### config.mk
export PLATFORM = sky130hd
export DESIGN_NAME = uart_rx_deser
export DESIGN_NICKNAME = d
export VERILOG_FILES = /design/src/rtl/uart_rx_deser.sv
export SDC_FILE = /design/constraint.sdc
export NUM_CORES = 1
export LEC_CHECK = 0
export BUFFER_PORTS_ARGS = -buffer_cell sky130_fd_sc_hd__buf_2
export CAP_MARGIN = 20
export CORE_MARGIN = 10
export CORE_UTILIZATION = 54
export CTS_CLUSTER_SIZE = 16
export DETAILED_ROUTE_END_ITERATION = 6
export PLACE_DENSITY = 0.88
export SYNTH_ARGS = -nofsm -noshare
export SYNTH_HDL_FRONTEND = slang
export SYNTH_SLANG_ARGS = --single-unit
export TNS_END_PERCENT = 10
### constraint.sdc
create_clock -name clk -period 1.7 [get_ports clk]
set_input_delay 0.34 -clock clk [delete_from_list [all_inputs] [get_ports clk]]
set_output_delay 0.34 -clock clk [all_outputs]
set_load 0.005 [all_outputs]
### src/rtl/uart_rx_deser.sv
// uart_rx_deser: UART receive deserialiser with configurable width, bit order and parity,
// holding each received word under a valid/ack handshake with error and overrun flags.
module uart_rx_deser #(
    parameter int DATA_W     = 8,
    parameter bit LSB_FIRST  = 1'b1,
    parameter bit PARITY_EN  = 1'b0,
    parameter bit PARITY_ODD = 1'b0
) (
    input  logic              clk,
    input  logic              reset,
    input  logic              shift,
    input  logic              RX_in,
    input  logic              rx_ack,
    output logic [DATA_W-1:0] RX_DATA,
    output logic              rx_valid,
    output logic              parity_err,
    output logic              frame_err,
    output logic              overrun_err,
    output logic              busy
);
    localparam int CW = $clog2(DATA_W + 1);
    typedef enum logic [1:0] {IDLE, DATA, PARITY, STOP} state_t;
    state_t            state;
    logic [CW-1:0]     cnt;
    logic [DATA_W-1:0] sr;
    logic [DATA_W-1:0] sr_next;
    logic              acc;
    logic              mis;
    assign sr_next = LSB_FIRST ? {RX_in, sr[DATA_W-1:1]} : {sr[DATA_W-2:0], RX_in};
    always_ff @(posedge clk) begin
        if (!reset) begin
            state       <= IDLE;
            cnt         <= '0;
            sr          <= '0;
            acc         <= 1'b0;
            mis         <= 1'b0;
            RX_DATA     <= '0;
            rx_valid    <= 1'b0;
            parity_err  <= 1'b0;
            frame_err   <= 1'b0;
            overrun_err <= 1'b0;
            busy        <= 1'b0;
        end else begin
            if (rx_ack && rx_valid) begin
                rx_valid    <= 1'b0;
                parity_err  <= 1'b0;
                frame_err   <= 1'b0;
                overrun_err <= 1'b0;
            end
            if (shift) begin
                case (state)
                    IDLE: if (!RX_in) begin
                        state <= DATA;
                        busy  <= 1'b1;
                        cnt   <= '0;
                        acc   <= 1'b0;
                        mis   <= 1'b0;
                    end
                    DATA: begin
                        sr  <= sr_next;
                        acc <= acc ^ RX_in;
                        cnt <= cnt + CW'(1);
                        if (cnt == CW'(DATA_W - 1)) state <= PARITY_EN ? PARITY : STOP;
                    end
                    PARITY: begin
                        mis   <= acc ^ RX_in ^ PARITY_ODD;
                        state <= STOP;
                    end
                    default: begin
                        RX_DATA     <= sr;
                        rx_valid    <= 1'b1;
                        frame_err   <= ~RX_in;
                        parity_err  <= PARITY_EN & mis;
                        // A same-cycle ack consumes the old word, so only an unacked held word overruns
                        overrun_err <= !rx_ack && (overrun_err || rx_valid);
                        state       <= IDLE;
                        busy        <= 1'b0;
                    end
                endcase
            end
        end
    end
endmodule

# Word level (Yosys, flattened, before mapping)

Index checks and enable logic that the tools add are counted.
Widths: inputs -> output; s select.

Add/subtract/negate cells: 1
Equal/unequal tests: 5
Mux-type cells: 19
Bitwise logic cells: 3
Reductions and logical operators: 13

Operators with widths:

| kind                | count |
|---|---|
| $mux 1              | 13 |
| $reduce_and 3->1    | 3 |
| $pmux 4 s2          | 1 |
| $pmux 2 s3          | 1 |
| $add 4x1->4 const B | 1 |
| $eq 4x3->1 const B  | 1 |
| $mux 2              | 2 |
| $mux 4              | 1 |
| $ne 2x2->1 const B  | 2 |
| $reduce_and 2->1    | 2 |
| $not 1->1           | 3 |
| $reduce_or 3->1     | 1 |
| $eq 2x1->1 const B  | 1 |
| $eq 2x2->1 const B  | 1 |
| $logic_and 1x1->1   | 2 |
| $logic_not 2->1     | 1 |
| $pmux 1 s2          | 1 |
| $reduce_bool 2->1   | 1 |
| $reduce_or 2->1     | 1 |
| $logic_not 1->1     | 1 |
| $logic_or 1x1->1    | 1 |

Flip-flop bits (word level): 27
Input port bits: 5
Output and inout port bits: 13

# Logic depth before layout (Yosys ltp)

Gate-level depths: netlist (run 1).

Depth after elaboration: 4
Depth in mapped cells: 7

# Worst setup path before layout (run 1)

Ideal clock, no wire load.

Kind: reg2reg
Start point: register state[0]
End point: register state[0]
Library setup time: 0.079 ns
Arrival: 1.294 ns
Path slack: 0.327 ns
Stages on the path, launching flop included: 7
Period minus slack after synthesis: 1.373 ns
Cell sequence: dfxtp_1 -> inv_1 -> ha_1 -> a21bo_4 -> a21oi_4 -> nor2_1 -> a211oi_2

Cells in the longest elaborated chain, start to end: 3
Elaborated cells between the ends (all ways): 7
Those cells by class: eq/ne: 4; mux: 1; reduce/logical: 2

Ends and longest elaborated chain:

| item                                                 | RTL line | text |
|---|---|---|
| from (decl)                                          | 23       | `state_t state;` |
| from (signal assigned)                               | 63       | `if (cnt == CW'(DATA_W - 1)) state <= PARITY_EN ? PARITY : STOP;` |
| $eq 2x1->1 / $logic_not 2->1 (equally long branches) | 51       | `case (state)` |
| $ne 2x2->1 (no source line)                          | n/a      |  |
| $reduce_and 3->1 (no source line)                    | n/a      |  |

Parallel ways exist; a longest one is shown, timed or not.
A chain may end at the register's enable or synchronous reset.

# Final worst setup path (run 1)

Start point: register state[1]
End point: register cnt[3]

Cells in the longest elaborated chain, start to end: 3
Elaborated cells between the ends (all ways): 6
Those cells by class: eq/ne: 2; mux: 1; reduce/logical: 3

Ends and longest elaborated chain:

| item                                                                    | RTL line | text |
|---|---|---|
| $eq 2x1->1 / $logic_not 2->1 (equally long branches)                    | 51       |  |
| $reduce_bool 2->1 (no source line) / $ne 2x2->1 (equally long branches) | n/a      |  |
| $reduce_and 3->1 (no source line)                                       | n/a      |  |
| to (signal assigned)                                                    | 62       | `cnt <= cnt + CW'(1);` |
| to (decl)                                                               | 24       | `logic [CW-1:0] cnt;` |

Parallel ways exist; a longest one is shown, timed or not.

==> results of run 1 <==
==> per-stage QoR <==
stage | setup WS, ps | hold WS [ps] | util
after floorplan | 327 | 432 | -
after global placement | 274 | 428 | 0.630
after detailed placement | 176 | 432 | 0.630
after CTS | 131 | 261 | 0.645
after global routing | 26.5 | 274 | 0.646
final | 140 | 273 | 0.646
==> where the power goes <==
part	total, mW	switching, mW	internal (mW)
Combinational	0.105	0.0643	0.0405
Clock	0.280	0.190	0.0901
Sequential	0.652	0.00930	0.643
Total	1.04	0.264	0.773
==> metal layers <==
metal | vias up | share of wire | GRT usage
met5 | - | 0 | 0
met4 | 0 | 0.013 | 0.0550
li1 | 488 | - | -
met1 | 439 | 0.45 | 0.125
met2 | 19 | 0.47 | 0.182
met3 | 2 | 0.073 | 0.0441
==> synth_stat cells, drive strengths merged <==
master	count	area (µm²)
nand2	36	138
dfxtp	27	541
a21oi	22	125
nor2	8	30.0
ha	5	62.6
buf	4	20.0
inv	4	15.0
nand3	4	20.0
o21ai	4	20.0
and2	3	20.0
nand2b	3	18.8
a211oi	2	25.0
clkbuf	2	7.51
nand3b	2	15.0
nor2b	2	12.5
a21bo	1	16.3
a22oi	1	7.51
a31oi	1	6.26
a41oi	1	8.76
mux2i	1	10.0
nor3	1	5.00
o221a	1	11.3
o31ai	1	7.51
==> worst register-to-register path, delay by kind of cell, from the launching register on <==
kind | cells | cell delay (ps)
compound gates | 3 | 530
fa+ha+maj | 1 | 300
buf+inv | 1 | 90
flops | 1 | 390
simple gates | 1 | 170
==> flip-flops by register name, indices dropped and copies added, names as in the netlist <==
name	cells
rx_valid	1
cnt	4
frame_err	1
parity_err	1
state	2
sr	8
RX_DATA	8
busy	1
overrun_err	1
==> placed cells by master (no fill, tap or decap), types with 2 or more instances in the layout <==
master    Yosys  final
inv_1         4      4
buf_4         0      2
nor2b_1       2      2
nor2_1        8      8
and2_1        2      2
nand3_1       4      4
buf_2         4     17
nand2_1      35     35
o21ai_1       2      2
a21oi_1      20     20
dfxtp_1      27     26
o21ai_0       2      2
ha_1          5      5
nand3b_1      2      2
clkbuf_4      0      3
a211oi_2      2      2
nand2b_1      3      3
==> how the worst min path moves through the flow <==
| stage | start | end | slack (ps) | cells past startpoint |
|---|---|---|---|---|
| 4_1_cts | reset | parity_err$_SDFF_PN0_ | 260 | 3 |
| 5_1_grt | reset | parity_err$_SDFF_PN0_ | 270 | 3 |
| 2_1_floorplan | sr[0]$_SDFFE_PN0P_ | RX_DATA[0]$_SDFFE_PN0P_ | 430 | 2 |
| 3_5_place_dp | parity_err$_SDFF_PN0_ | parity_err$_SDFF_PN0_ | 430 | 2 |
| 3_3_place_gp | parity_err$_SDFF_PN0_ | parity_err$_SDFF_PN0_ | 430 | 2 |
| 6_report | reset | parity_err$_SDFF_PN0_ | 270 | 3 |
==> cell type report <==
class	count	area share
Clock buffer	3	0.0176
Inverter	4	0.0117
Multi-Input combinational cell	99	0.437
Clock inverter	1	0.00587
Timing Repair Buffer	19	0.0782
Sequential cell	27	0.423
Tap cell	27	0.0264
==> what timing repair did <==
item                       CTS  global route
buffers inserted             0             0
resized for setup            0             1
setup endpoints to repair    0             1
==> cells by family after synthesis <==
group           after synthesis
simple gates                 59
compound gates               34
flops                        27
buf+inv                      10
fa+ha+maj                     5
mux                           1
==> impl_metrics.prom, run 1 <==
# TYPE chip_impl_metric gauge
chip_impl_metric{name="timing.final.crit_share",unit=""} 0.918
chip_impl_metric{name="synth_fp_nets",unit=""} 146
chip_impl_metric{name="worst_skew",unit="ps"} 8.62
chip_impl_metric{name="overall_power_consumption",unit="mW"} 1.04
chip_impl_metric{name="synth.yosys.seq_area_share",unit=""} 0.473
chip_impl_info{name="clock_tree_from_tritoncts",value="built"} 1
chip_impl_info{name="crit-reg2reg-launch",value="state[1]$_SDFFE_PN0P_"} 1
chip_impl_metric{name="tritoncts.num_buffers",unit=""} 3
chip_impl_metric{name="setup_viol",unit=""} 0
chip_impl_metric{name="setup_tns",unit="ps"} 0
chip_impl_metric{name="cts.clk_slew.worst_paths",unit="ps"} 150
chip_impl_metric{name="yosys.cell_types.count",unit=""} 28
chip_impl_metric{name="cellLeakagePower",unit="nW"} 0.491
chip_impl_metric{name="pin_count_of_the_biggest_net_entering_global_routing",unit=""} 17
chip_impl_metric{name="final.fill_count",unit=""} 170
chip_impl_metric{name="final_hold_viol_count",unit=""} 0
chip_impl_metric{name="synth_compound_area_frac",unit=""} 0.199
chip_impl_metric{name="num-nets-final",unit=""} 164
chip_impl_metric{name="grt_usage",unit=""} 0.112
chip_impl_info{name="worst_path_max_delay_cell",value="dfxtp_1"} 1
chip_impl_info{name="timing.rr.end",value="cnt[3]$_SDFFE_PN0P_"} 1
chip_impl_metric{name="final_layout_size_suffix_gt1_frac",unit=""} 0.209
chip_impl_metric{name="critical-path-max-stage-delay",unit="ps"} 390
chip_impl_metric{name="dr.pass1.iters",unit=""} 4
chip_impl_metric{name="antenna-diode-count",unit=""} 0
chip_impl_info{name="cts.root.buffer_cell",value="clkbuf_4"} 1
chip_impl_metric{name="via_count_of_the_first_global_routing_pass",unit=""} 922
chip_impl_info{name="startpoint_type",value="flip-flop"} 1
chip_impl_info{name="timing.critical_path.max_delay_family",value="compound AO/OA/AOI/OAI gates"} 1
chip_impl_metric{name="number_of_top_level_pins",unit=""} 18
chip_impl_metric{name="drv_slew",unit=""} 0
chip_impl_info{name="rsz0062_at_grt",value="no"} 1
chip_impl_info{name="path_cells",value="inv_1, ha_1, nor2b_1, o21ai_1, a21oi_1, a211oi_2"} 1
chip_impl_metric{name="placement_rows",unit=""} 16
chip_impl_metric{name="post_synth_mux_area_share",unit=""} 0.00876
chip_impl_metric{name="chipHeight",unit="µm"} 66.0
chip_impl_metric{name="synthCells",unit=""} 136
chip_impl_metric{name="wire_per_inst",unit="µm"} 13.0
chip_impl_metric{name="antenna_left",unit=""} 0
chip_impl_metric{name="dpl.cell_count",unit=""} 176
chip_impl_info{name="outcome",value="finished, final reports clean"} 1
chip_impl_metric{name="power-per-cell-area",unit="nW/µm²"} 810
chip_impl_metric{name="worst-slew-pin-transition",unit="ps"} 408
chip_impl_metric{name="area_share_of_and_or_nand_nor_cells_after_synthesis",unit=""} 0.227
chip_impl_metric{name="grt_overflow_total",unit=""} 0
chip_impl_metric{name="critical_path_depth",unit=""} 6
chip_impl_metric{name="clock_sink_count",unit=""} 27
chip_impl_metric{name="via_count_normalized_by_instance_count",unit=""} 5.27
chip_impl_metric{name="cp.arrival",unit="ps"} 1810
chip_impl_metric{name="peakVddDrop",unit="V"} 0.000550
chip_impl_metric{name="first_pass_grt_wire_length",unit="mm"} 3.98
chip_impl_metric{name="area_grow_syn2layout",unit="%"} 12.0
chip_impl_metric{name="postSynthRegisterBits",unit=""} 27
chip_impl_metric{name="fmaxAchievable",unit="GHz"} 0.641
chip_impl_metric{name="drcViolationCount",unit=""} 0
chip_impl_metric{name="mappedNetlistArea",unit="µm²"} 1140
chip_impl_metric{name="register_area",unit="µm²"} 542
chip_impl_metric{name="placed_cell_area",unit="µm²"} 1250
chip_impl_info{name="synth_top_family_by_area",value="simple AND/OR/NAND/NOR gates"} 1
chip_impl_metric{name="worst-r2r-cell-count",unit=""} 6
chip_impl_metric{name="cts.htree.levels",unit=""} 1
chip_impl_metric{name="synth.yosys.warnings",unit=""} 0
chip_impl_info{name="timing_worst_setup_path_type",value="reg -> reg"} 1
chip_impl_metric{name="critical_path_buf_inv_count",unit=""} 1
chip_impl_info{name="cp-end-kind",value="flip-flop"} 1
chip_impl_metric{name="synth_xor_area_frac",unit=""} 0
chip_impl_metric{name="clock_insertion_delay_worst_skew",unit="ps"} 330
chip_impl_metric{name="multiInputGateArea",unit="µm²"} 559
chip_impl_metric{name="grt_antenna_before_repair",unit=""} 0
chip_impl_metric{name="cap_viol_max_count",unit=""} 0
chip_impl_metric{name="floorplan.core_area",unit="µm²"} 1980
chip_impl_metric{name="place.port_buffers",unit=""} 17
chip_impl_metric{name="dr.first_iter.drc_count",unit=""} 25
chip_impl_metric{name="drt-total-wl",unit="mm"} 2.34
chip_impl_metric{name="final_critical_path_required_period",unit="ps"} 1560
chip_impl_metric{name="detailed_placer_s_ending_hpwl",unit="mm"} 1.76
chip_impl_info{name="critical_path_sink",value="cnt[3]$_SDFFE_PN0P_"} 1
chip_impl_metric{name="hold_buffers",unit=""} 0
chip_impl_metric{name="via_count",unit=""} 948
chip_impl_metric{name="critPathMaxFanout",unit=""} 8
chip_impl_metric{name="synth_fa_ha_area_frac",unit=""} 0.0548
chip_impl_metric{name="critPathRequiredTime",unit="ps"} 1960
chip_impl_info{name="critical_path.startpoint",value="state[1]$_SDFFE_PN0P_"} 1
chip_impl_metric{name="synthesis.area_per_instance",unit="µm²"} 8.40
chip_impl_metric{name="design_area",unit="µm²"} 1280
chip_impl_info{name="worstHoldPathType",value="in -> reg"} 1
chip_impl_metric{name="routabilityCongestion",unit=""} 0.792
chip_impl_metric{name="dieArea",unit="µm²"} 4360
chip_impl_metric{name="starting_utilization_of_the_core_area",unit=""} 0.576
chip_impl_metric{name="finalNonFillerCells",unit=""} 180
chip_impl_metric{name="worst-r2r-setup-slack",unit="ps"} 140
chip_impl_metric{name="timing.max_slew.rel_slack",unit=""} 0.727
chip_impl_metric{name="ctsLongestPathBuffers",unit=""} 2
chip_impl_metric{name="die_width",unit="µm"} 66.0
Power figures use the tool's default switching activity.
==> run 2, diff against run 1 <==
- CORE_UTILIZATION: 54 -> 58
- PLACE_DENSITY: 0.88 -> 0.92
- clock period: 1.7 -> 1.9 ns (I/O delays scaled with it)
==> run 2 against run 1 <==
Clock skew decreased by 6.6 ps. Power decreased by 12%. Global-route usage increased by 0.12 points. Sequential cell count unchanged. Register-to-register slack improved by 120 ps. Highest routed layer unchanged. Critical path type unchanged. Final area decreased by 1.2%. Routed wire length decreased by 4.0%. Sequential power decreased by 11%.
==> impl_metrics.prom, run 2 (same netlist as run 1, synthesis figures left out) <==
# TYPE chip_impl_metric gauge
chip_impl_info{name="outcome",value="finished, final reports clean"} 1
chip_impl_metric{name="power.share.switching",unit=""} 0.246
chip_impl_info{name="biggestRegsByFlops",value="RX_DATA: 8 flops, sr: 8 flops, cnt: 4 flops"} 1
chip_impl_metric{name="area_grow_syn2layout",unit="%"} 10.7
chip_impl_metric{name="routabilityCongestion",unit=""} 0.789
chip_impl_metric{name="worst-r2r-cell-count",unit=""} 6
chip_impl_info{name="min-delay-start",value="reset"} 1
chip_impl_metric{name="dr.pass1.iters",unit=""} 4
chip_impl_metric{name="worst-slew-pin-transition",unit="ps"} 377
chip_impl_metric{name="cellLeakagePower",unit="nW"} 0.488
chip_impl_metric{name="setup_viol",unit=""} 0
chip_impl_metric{name="pin_count_of_the_biggest_net_entering_global_routing",unit=""} 17
chip_impl_info{name="clock_tree_from_tritoncts",value="built"} 1
chip_impl_metric{name="die_width",unit="µm"} 64.4
chip_impl_info{name="cp-end-kind",value="flip-flop"} 1
chip_impl_metric{name="starting_utilization_of_the_core_area",unit=""} 0.634
chip_impl_metric{name="drt-total-wl",unit="mm"} 2.25
chip_impl_metric{name="cp.arrival",unit="ps"} 1890
chip_impl_metric{name="final.fill_count",unit=""} 156
chip_impl_metric{name="floorplan.core_area",unit="µm²"} 1800
chip_impl_info{name="timing_worst_setup_path_type",value="reg -> reg"} 1
chip_impl_metric{name="cell_internal_pwr",unit="µW"} 691
chip_impl_metric{name="post_route_setup_slack",unit="ps"} 265
chip_impl_metric{name="final_critical_path_required_period",unit="ps"} 1640
chip_impl_metric{name="first_pass_grt_wire_length",unit="mm"} 3.94
chip_impl_metric{name="dieArea",unit="µm²"} 4140
chip_impl_metric{name="comb_power_share",unit=""} 0.099
chip_impl_metric{name="grt_antenna_before_repair",unit=""} 0
chip_impl_metric{name="via_count_normalized_by_instance_count",unit=""} 5.42
chip_impl_metric{name="final_core_utilization",unit=""} 0.702
chip_impl_metric{name="cts_resized",unit=""} 0
chip_impl_metric{name="tritoncts.num_buffers",unit=""} 3
chip_impl_metric{name="share_seq_of_total_power",unit=""} 0.635
chip_impl_metric{name="num-nets-final",unit=""} 163
chip_impl_metric{name="cts.repair_timing.setup_buffer_count",unit=""} 0
chip_impl_info{name="crit-reg2reg-launch",value="state[1]$_SDFFE_PN0P_"} 1
chip_impl_info{name="rsz0062_at_grt",value="no"} 1
chip_impl_metric{name="worst-r2r-setup-slack",unit="ps"} 260
chip_impl_metric{name="number_of_top_level_pins",unit=""} 18
chip_impl_info{name="mostFrequentLayoutCell",value="nand2_1"} 1
chip_impl_metric{name="clock_insertion_delay_worst_skew",unit="ps"} 320
chip_impl_metric{name="cts.clk_slew.worst_paths",unit="ps"} 130
chip_impl_metric{name="hold_depth",unit=""} 2
chip_impl_metric{name="cts.htree.levels",unit=""} 1
chip_impl_metric{name="pre_cts_slack",unit="ps"} 279
chip_impl_metric{name="share_clk_of_total_power",unit=""} 0.266
chip_impl_info{name="timing.rr.end",value="cnt[3]$_SDFFE_PN0P_"} 1
chip_impl_metric{name="via_count_of_the_first_global_routing_pass",unit=""} 1006
chip_impl_info{name="cts.root.buffer_cell",value="clkbuf_4"} 1
chip_impl_metric{name="grt_overflow_total",unit=""} 0
chip_impl_metric{name="chipHeight",unit="µm"} 64.4
chip_impl_metric{name="final_layout_size_suffix_gt1_frac",unit=""} 0.191
chip_impl_metric{name="via_count",unit=""} 959
chip_impl_metric{name="final_hold_viol_count",unit=""} 0
chip_impl_metric{name="grt_usage",unit=""} 0.113
chip_impl_metric{name="detailed_placer_s_ending_hpwl",unit="mm"} 1.74
chip_impl_metric{name="critPathRequiredTime",unit="ps"} 2160
chip_impl_metric{name="wire_per_inst",unit="µm"} 12.7
chip_impl_metric{name="hold_buffers",unit=""} 0
chip_impl_metric{name="cap_viol_max_count",unit=""} 0
chip_impl_metric{name="power-per-cell-area",unit="nW/µm²"} 725
chip_impl_metric{name="finalNonFillerCells",unit=""} 177
chip_impl_metric{name="drcViolationCount",unit=""} 0
chip_impl_metric{name="antenna_left",unit=""} 0
chip_impl_info{name="startpoint_type",value="flip-flop"} 1
chip_impl_info{name="layout.cells.most_common_list",value="nand2_1, dfxtp_1, a21oi_1, buf_2, nor2_1"} 1
chip_impl_metric{name="fmaxAchievable",unit="GHz"} 0.612
chip_impl_metric{name="setup_tns",unit="ps"} 0
chip_impl_metric{name="clock_sink_count",unit=""} 27
chip_impl_info{name="worstHoldPathType",value="in -> reg"} 1
chip_impl_metric{name="dr.first_iter.drc_count",unit=""} 15
chip_impl_metric{name="place.port_buffers",unit=""} 17
chip_impl_metric{name="switching_power",unit="µW"} 225
chip_impl_metric{name="worst_skew",unit="ps"} 2.06
chip_impl_metric{name="timing.max_slew.rel_slack",unit=""} 0.748
chip_impl_metric{name="peakVddDrop",unit="V"} 0.000544
chip_impl_info{name="min_delay_worst_endpoint",value="overrun_err$_SDFF_PN0_"} 1
chip_impl_metric{name="placement_rows",unit=""} 15
chip_impl_metric{name="critPathMaxFanout",unit=""} 9
chip_impl_metric{name="dpl.cell_count",unit=""} 173
chip_impl_metric{name="ctsLongestPathBuffers",unit=""} 2
chip_impl_metric{name="drv_slew",unit=""} 0
chip_impl_metric{name="antenna-diode-count",unit=""} 0
chip_impl_metric{name="timing.final.crit_share",unit=""} 0.861
-- run 2: cell count changes in the layout (fill, tap and decap cells not counted) --
cell and change:
buf_4 -1, clkinvlp_4 -1, dfxtp_1 +1, dfxtp_2 -1, clkbuf_1 +1
-- run 2: routing by layer --
metal | part of all wire | GRT usage | vias up
li1 | - | - | 487
met1 | 0.44 | 0.111 | 444
met2 | 0.48 | 0.200 | 21
met3 | 0.057 | 0.0557 | 7
met4 | 0.018 | 0.0455 | 0
met5 | 0 | 0 | -
-- run 2: worst max-delay path by stage --
| stage | from | to | cells past startpoint |
|---|---|---|---|
| CTS | state[1]$_SDFFE_PN0P_ | cnt[3]$_SDFFE_PN0P_ | 6 |
| detailed placement | state[1]$_SDFFE_PN0P_ | cnt[3]$_SDFFE_PN0P_ | 6 |
| floorplan | state[0]$_SDFFE_PN0P_ | state[0]$_SDFFE_PN0P_ | 6 |
| global route | state[1]$_SDFFE_PN0P_ | cnt[3]$_SDFFE_PN0P_ | 6 |
| finish | state[1]$_SDFFE_PN0P_ | cnt[3]$_SDFFE_PN0P_ | 6 |
| global placement | state[0]$_SDFFE_PN0P_ | cnt[3]$_SDFFE_PN0P_ | 5 |
-- run 2: final cells by class --
cell class / instances / area, µm² / area share
multi-input cells: 99 / 559 / 0.442
flip-flops and latches: 27 / 541 / 0.427
repair buffers: 18 / 92.6 / 0.0732
well taps: 25 / 31.3 / 0.0247
clock buffers: 4 / 26.3 / 0.0208
inverters: 4 / 15.0 / 0.0119
-- run 2: worst max-delay path, cell delays in order, from the launching register on --
cell and delay, ps:
dfxtp_1 350, inv_1 100, ha_1 350, nand2_2 200, a21oi_2 190, a41oi_1 160
a211oi_2 220
-- run 2: metrics by stage --
stage / hold slack [ps] / power, mW / cell area [µm²]
global placement: 427 / 0.680 / 1240
CTS: 308 / 0.924 / 1260
global route: 313 / 0.959 / 1260
finish: 318 / 0.917 / 1260
detailed placement: 445 / 0.686 / 1240
floorplan: 432 / 0.660 / 1140
-- run 2: power by group through the flow --
stage | Clock, mW | Sequential (mW) | Combinational, mW
finish | 0.244 | 0.582 | 0.0909
global route | 0.274 | 0.584 | 0.102
CTS | 0.250 | 0.582 | 0.0915
detailed placement | 0 | 0.594 | 0.0912
global placement | 0 | 0.593 | 0.0864
floorplan | 0 | 0.593 | 0.0670
==> run 3, diff against run 2 <==
- CORE_UTILIZATION: 58 -> 37
- PLACE_DENSITY: 0.92 -> 0.67
==> run 3 against run 2 <==
Final area increased by 1.1%. Clock skew about the same. Global-route usage decreased by 2.9 points. Final cell count increased by 4.5%. Highest routed layer is now met3.
==> impl_metrics.prom, run 3 (same netlist as run 1, synthesis figures left out) <==
# TYPE chip_impl_metric gauge
chip_impl_info{name="outcome",value="finished, final reports clean"} 1
chip_impl_metric{name="drv_slew",unit=""} 0
chip_impl_metric{name="dpl.cell_count",unit=""} 181
chip_impl_metric{name="drcViolationCount",unit=""} 0
chip_impl_metric{name="worst-r2r-setup-slack",unit="ps"} 240
chip_impl_metric{name="worst-slew-pin-transition",unit="ps"} 385
chip_impl_metric{name="share_seq_of_total_power",unit=""} 0.630
chip_impl_metric{name="timing.final.crit_share",unit=""} 0.874
chip_impl_info{name="worst_path_max_delay_cell",value="dfxtp_1"} 1
chip_impl_metric{name="cap_viol_max_count",unit=""} 0
chip_impl_metric{name="clock_sink_count",unit=""} 27
chip_impl_metric{name="placement_rows",unit=""} 20
chip_impl_info{name="path_cells",value="inv_1, ha_1, nand2_2, a21oi_2, a41oi_1, a211oi_2"} 1
chip_impl_info{name="crit-reg2reg-launch",value="state[1]$_SDFFE_PN0P_"} 1
chip_impl_metric{name="tritoncts.num_buffers",unit=""} 3
chip_impl_metric{name="antenna-diode-count",unit=""} 0
chip_impl_metric{name="pin_count_of_the_biggest_net_entering_global_routing",unit=""} 19
chip_impl_metric{name="place.port_buffers",unit=""} 17
chip_impl_metric{name="peakVddDrop",unit="V"} 0.000537
chip_impl_metric{name="hold_depth",unit=""} 2
chip_impl_metric{name="cts.htree.levels",unit=""} 1
chip_impl_metric{name="hold_buffers",unit=""} 0
chip_impl_info{name="cts.root.buffer_cell",value="clkbuf_4"} 1
chip_impl_metric{name="routabilityCongestion",unit=""} 0.796
chip_impl_metric{name="switching_power",unit="µW"} 235
chip_impl_metric{name="grt_overflow_total",unit=""} 0
chip_impl_info{name="globalRoute.busiestLayer",value="met2"} 1
chip_impl_metric{name="finalNonFillerCells",unit=""} 185
chip_impl_metric{name="worst_skew",unit="ps"} 2.18
chip_impl_info{name="clock_tree_from_tritoncts",value="built"} 1
chip_impl_metric{name="via_count_of_the_first_global_routing_pass",unit=""} 902
chip_impl_metric{name="worst-r2r-cell-count",unit=""} 6
chip_impl_metric{name="gr-usage-met3",unit=""} 0.0404
chip_impl_metric{name="final_hold_viol_count",unit=""} 0
chip_impl_metric{name="global_route.usage.met1",unit=""} 0.0882
chip_impl_metric{name="clock_insertion_delay_worst_skew",unit="ps"} 320
chip_impl_metric{name="cts.clk_slew.worst_paths",unit="ps"} 140
chip_impl_info{name="worstHoldPathType",value="in -> reg"} 1
chip_impl_metric{name="cp.arrival",unit="ps"} 1920
chip_impl_metric{name="share_clk_of_total_power",unit=""} 0.272
chip_impl_info{name="timing_worst_setup_path_type",value="reg -> reg"} 1
chip_impl_metric{name="grt_use_met2",unit=""} 0.154
chip_impl_info{name="rsz0062_at_grt",value="no"} 1
chip_impl_metric{name="antenna_left",unit=""} 0
chip_impl_metric{name="dr.first_iter.drc_count",unit=""} 59
chip_impl_metric{name="via_count",unit=""} 949
chip_impl_metric{name="critPathRequiredTime",unit="ps"} 2160
chip_impl_metric{name="final.fill_count",unit=""} 314
chip_impl_info{name="mostFrequentLayoutCell",value="nand2_1"} 1
chip_impl_metric{name="register_area",unit="µm²"} 541
chip_impl_metric{name="wire_per_inst",unit="µm"} 12.0
chip_impl_metric{name="cts.repair_timing.setup_buffer_count",unit=""} 0
chip_impl_metric{name="floorplan.core_area",unit="µm²"} 3000
chip_impl_metric{name="timing.max_slew.rel_slack",unit=""} 0.743
chip_impl_metric{name="setup_viol",unit=""} 0
chip_impl_metric{name="cell_internal_pwr",unit="µW"} 690
chip_impl_metric{name="fmaxAchievable",unit="GHz"} 0.602
chip_impl_metric{name="drt-total-wl",unit="mm"} 2.23
chip_impl_metric{name="number_of_top_level_pins",unit=""} 18
chip_impl_metric{name="num-nets-final",unit=""} 163
chip_impl_metric{name="grt_usage",unit=""} 0.0848
chip_impl_info{name="cp-end-kind",value="flip-flop"} 1
chip_impl_metric{name="cts_resized",unit=""} 0
chip_impl_metric{name="ctsLongestPathBuffers",unit=""} 2
chip_impl_metric{name="final_critical_path_required_period",unit="ps"} 1660
chip_impl_metric{name="dieArea",unit="µm²"} 5710
chip_impl_metric{name="grt_antenna_before_repair",unit=""} 0
chip_impl_metric{name="dr.pass1.iters",unit=""} 4
chip_impl_metric{name="critPathMaxFanout",unit=""} 9
chip_impl_info{name="biggestRegsByFlops",value="RX_DATA: 8 flops, sr: 8 flops, cnt: 4 flops"} 1
chip_impl_metric{name="die_width",unit="µm"} 75.6
chip_impl_metric{name="critical_path_buf_inv_count",unit=""} 1
chip_impl_info{name="timing.critical_path.max_delay_family",value="compound AO/OA/AOI/OAI gates"} 1
chip_impl_metric{name="critical-path-max-stage-delay",unit="ps"} 360
chip_impl_info{name="startpoint_type",value="flip-flop"} 1
chip_impl_info{name="layout.cells.most_common_list",value="nand2_1, dfxtp_1, a21oi_1, buf_2, nor2_1"} 1
chip_impl_info{name="timing.rr.end",value="cnt[3]$_SDFFE_PN0P_"} 1
chip_impl_metric{name="cellLeakagePower",unit="nW"} 0.487
chip_impl_metric{name="area_grow_syn2layout",unit="%"} 11.9
chip_impl_metric{name="starting_utilization_of_the_core_area",unit=""} 0.380
chip_impl_info{name="min-delay-start",value="reset"} 1
chip_impl_metric{name="chipHeight",unit="µm"} 75.6
chip_impl_metric{name="power-per-cell-area",unit="nW/µm²"} 723
chip_impl_metric{name="comb_power_share",unit=""} 0.098
chip_impl_metric{name="power.share.switching",unit=""} 0.254
chip_impl_metric{name="detailed_placer_s_ending_hpwl",unit="mm"} 1.74
chip_impl_metric{name="multiInputGateArea",unit="µm²"} 559
chip_impl_info{name="min_delay_worst_endpoint",value="overrun_err$_SDFF_PN0_"} 1
chip_impl_metric{name="setup_tns",unit="ps"} 0
chip_impl_metric{name="via_count_normalized_by_instance_count",unit=""} 5.13
chip_impl_metric{name="first_pass_grt_wire_length",unit="mm"} 3.83
chip_impl_metric{name="final_layout_size_suffix_gt1_frac",unit=""} 0.197
==> run 3: changes by cell type in the layout (fill, tap and decap cells not counted), sizes merged <==
cell,change
clkbuf,-1
clkinvlp,+1
==> run 3: stage by stage <==
step / hold WS (ps) / worst slack (ps) / util / area [µm²] / power [mW]
2_1_floorplan: 432 / 527 / - / 1140 / 0.660
3_3_place_gp: 437 / 407 / 0.416 / 1250 / 0.682
3_5_place_dp: 442 / 264 / 0.416 / 1250 / 0.687
4_1_cts: 317 / 232 / 0.426 / 1280 / 0.939
5_1_grt: 317 / 100 / 0.426 / 1280 / 0.971
6_report: 322 / 239 / 0.426 / 1280 / 0.925
==> run 3: routing by layer <==
metal / part of all wire / vias to the layer above
met5: 0 / -
li1: - / 490
met1: 0.42 / 437
met4: 0 / 0
met3: 0.080 / 0
met2: 0.50 / 22
==> run 3: power by group through the flow <==
| stage | clock (mW) | combinational (mW) | sequential, mW |
|---|---|---|---|
| 6_report | 0.251 | 0.0909 | 0.582 |
| 5_1_grt | 0.286 | 0.102 | 0.584 |
| 4_1_cts | 0.265 | 0.0921 | 0.583 |
| 3_3_place_gp | 0 | 0.0881 | 0.594 |
| 3_5_place_dp | 0 | 0.0922 | 0.594 |
| 2_1_floorplan | 0 | 0.0670 | 0.593 |
==> run 3: worst reg2reg max path: stages (launching register included) <==
cell and delay, ps:
dfxtp_1 360, inv_1 110, ha_1 360, nand2_2 200, a21oi_2 190, a41oi_1 170, a211oi_2 210
==> run 3: final cells by class <==
class	instances	share of cell area
tap	33	0.0323
clock inverter	1	0.00587
sequential	27	0.423
multi-input combinational	99	0.437
clock buffer	3	0.0176
inverter	4	0.0117
timing repair buffer	18	0.0724
==> run 3: worst max path at each step <==
stage                                startpoint                     to  slack (ps)  depth (start not counted)
after floorplan           state[0]$_SDFFE_PN0P_  state[0]$_SDFFE_PN0P_         530                          6
after global placement    state[0]$_SDFFE_PN0P_    cnt[3]$_SDFFE_PN0P_         410                          5
after detailed placement  state[1]$_SDFFE_PN0P_    cnt[3]$_SDFFE_PN0P_         260                          6
after CTS                 state[1]$_SDFFE_PN0P_    cnt[3]$_SDFFE_PN0P_         230                          6
after global routing      state[1]$_SDFFE_PN0P_    cnt[3]$_SDFFE_PN0P_         100                          6
final                     state[1]$_SDFFE_PN0P_    cnt[3]$_SDFFE_PN0P_         240                          6
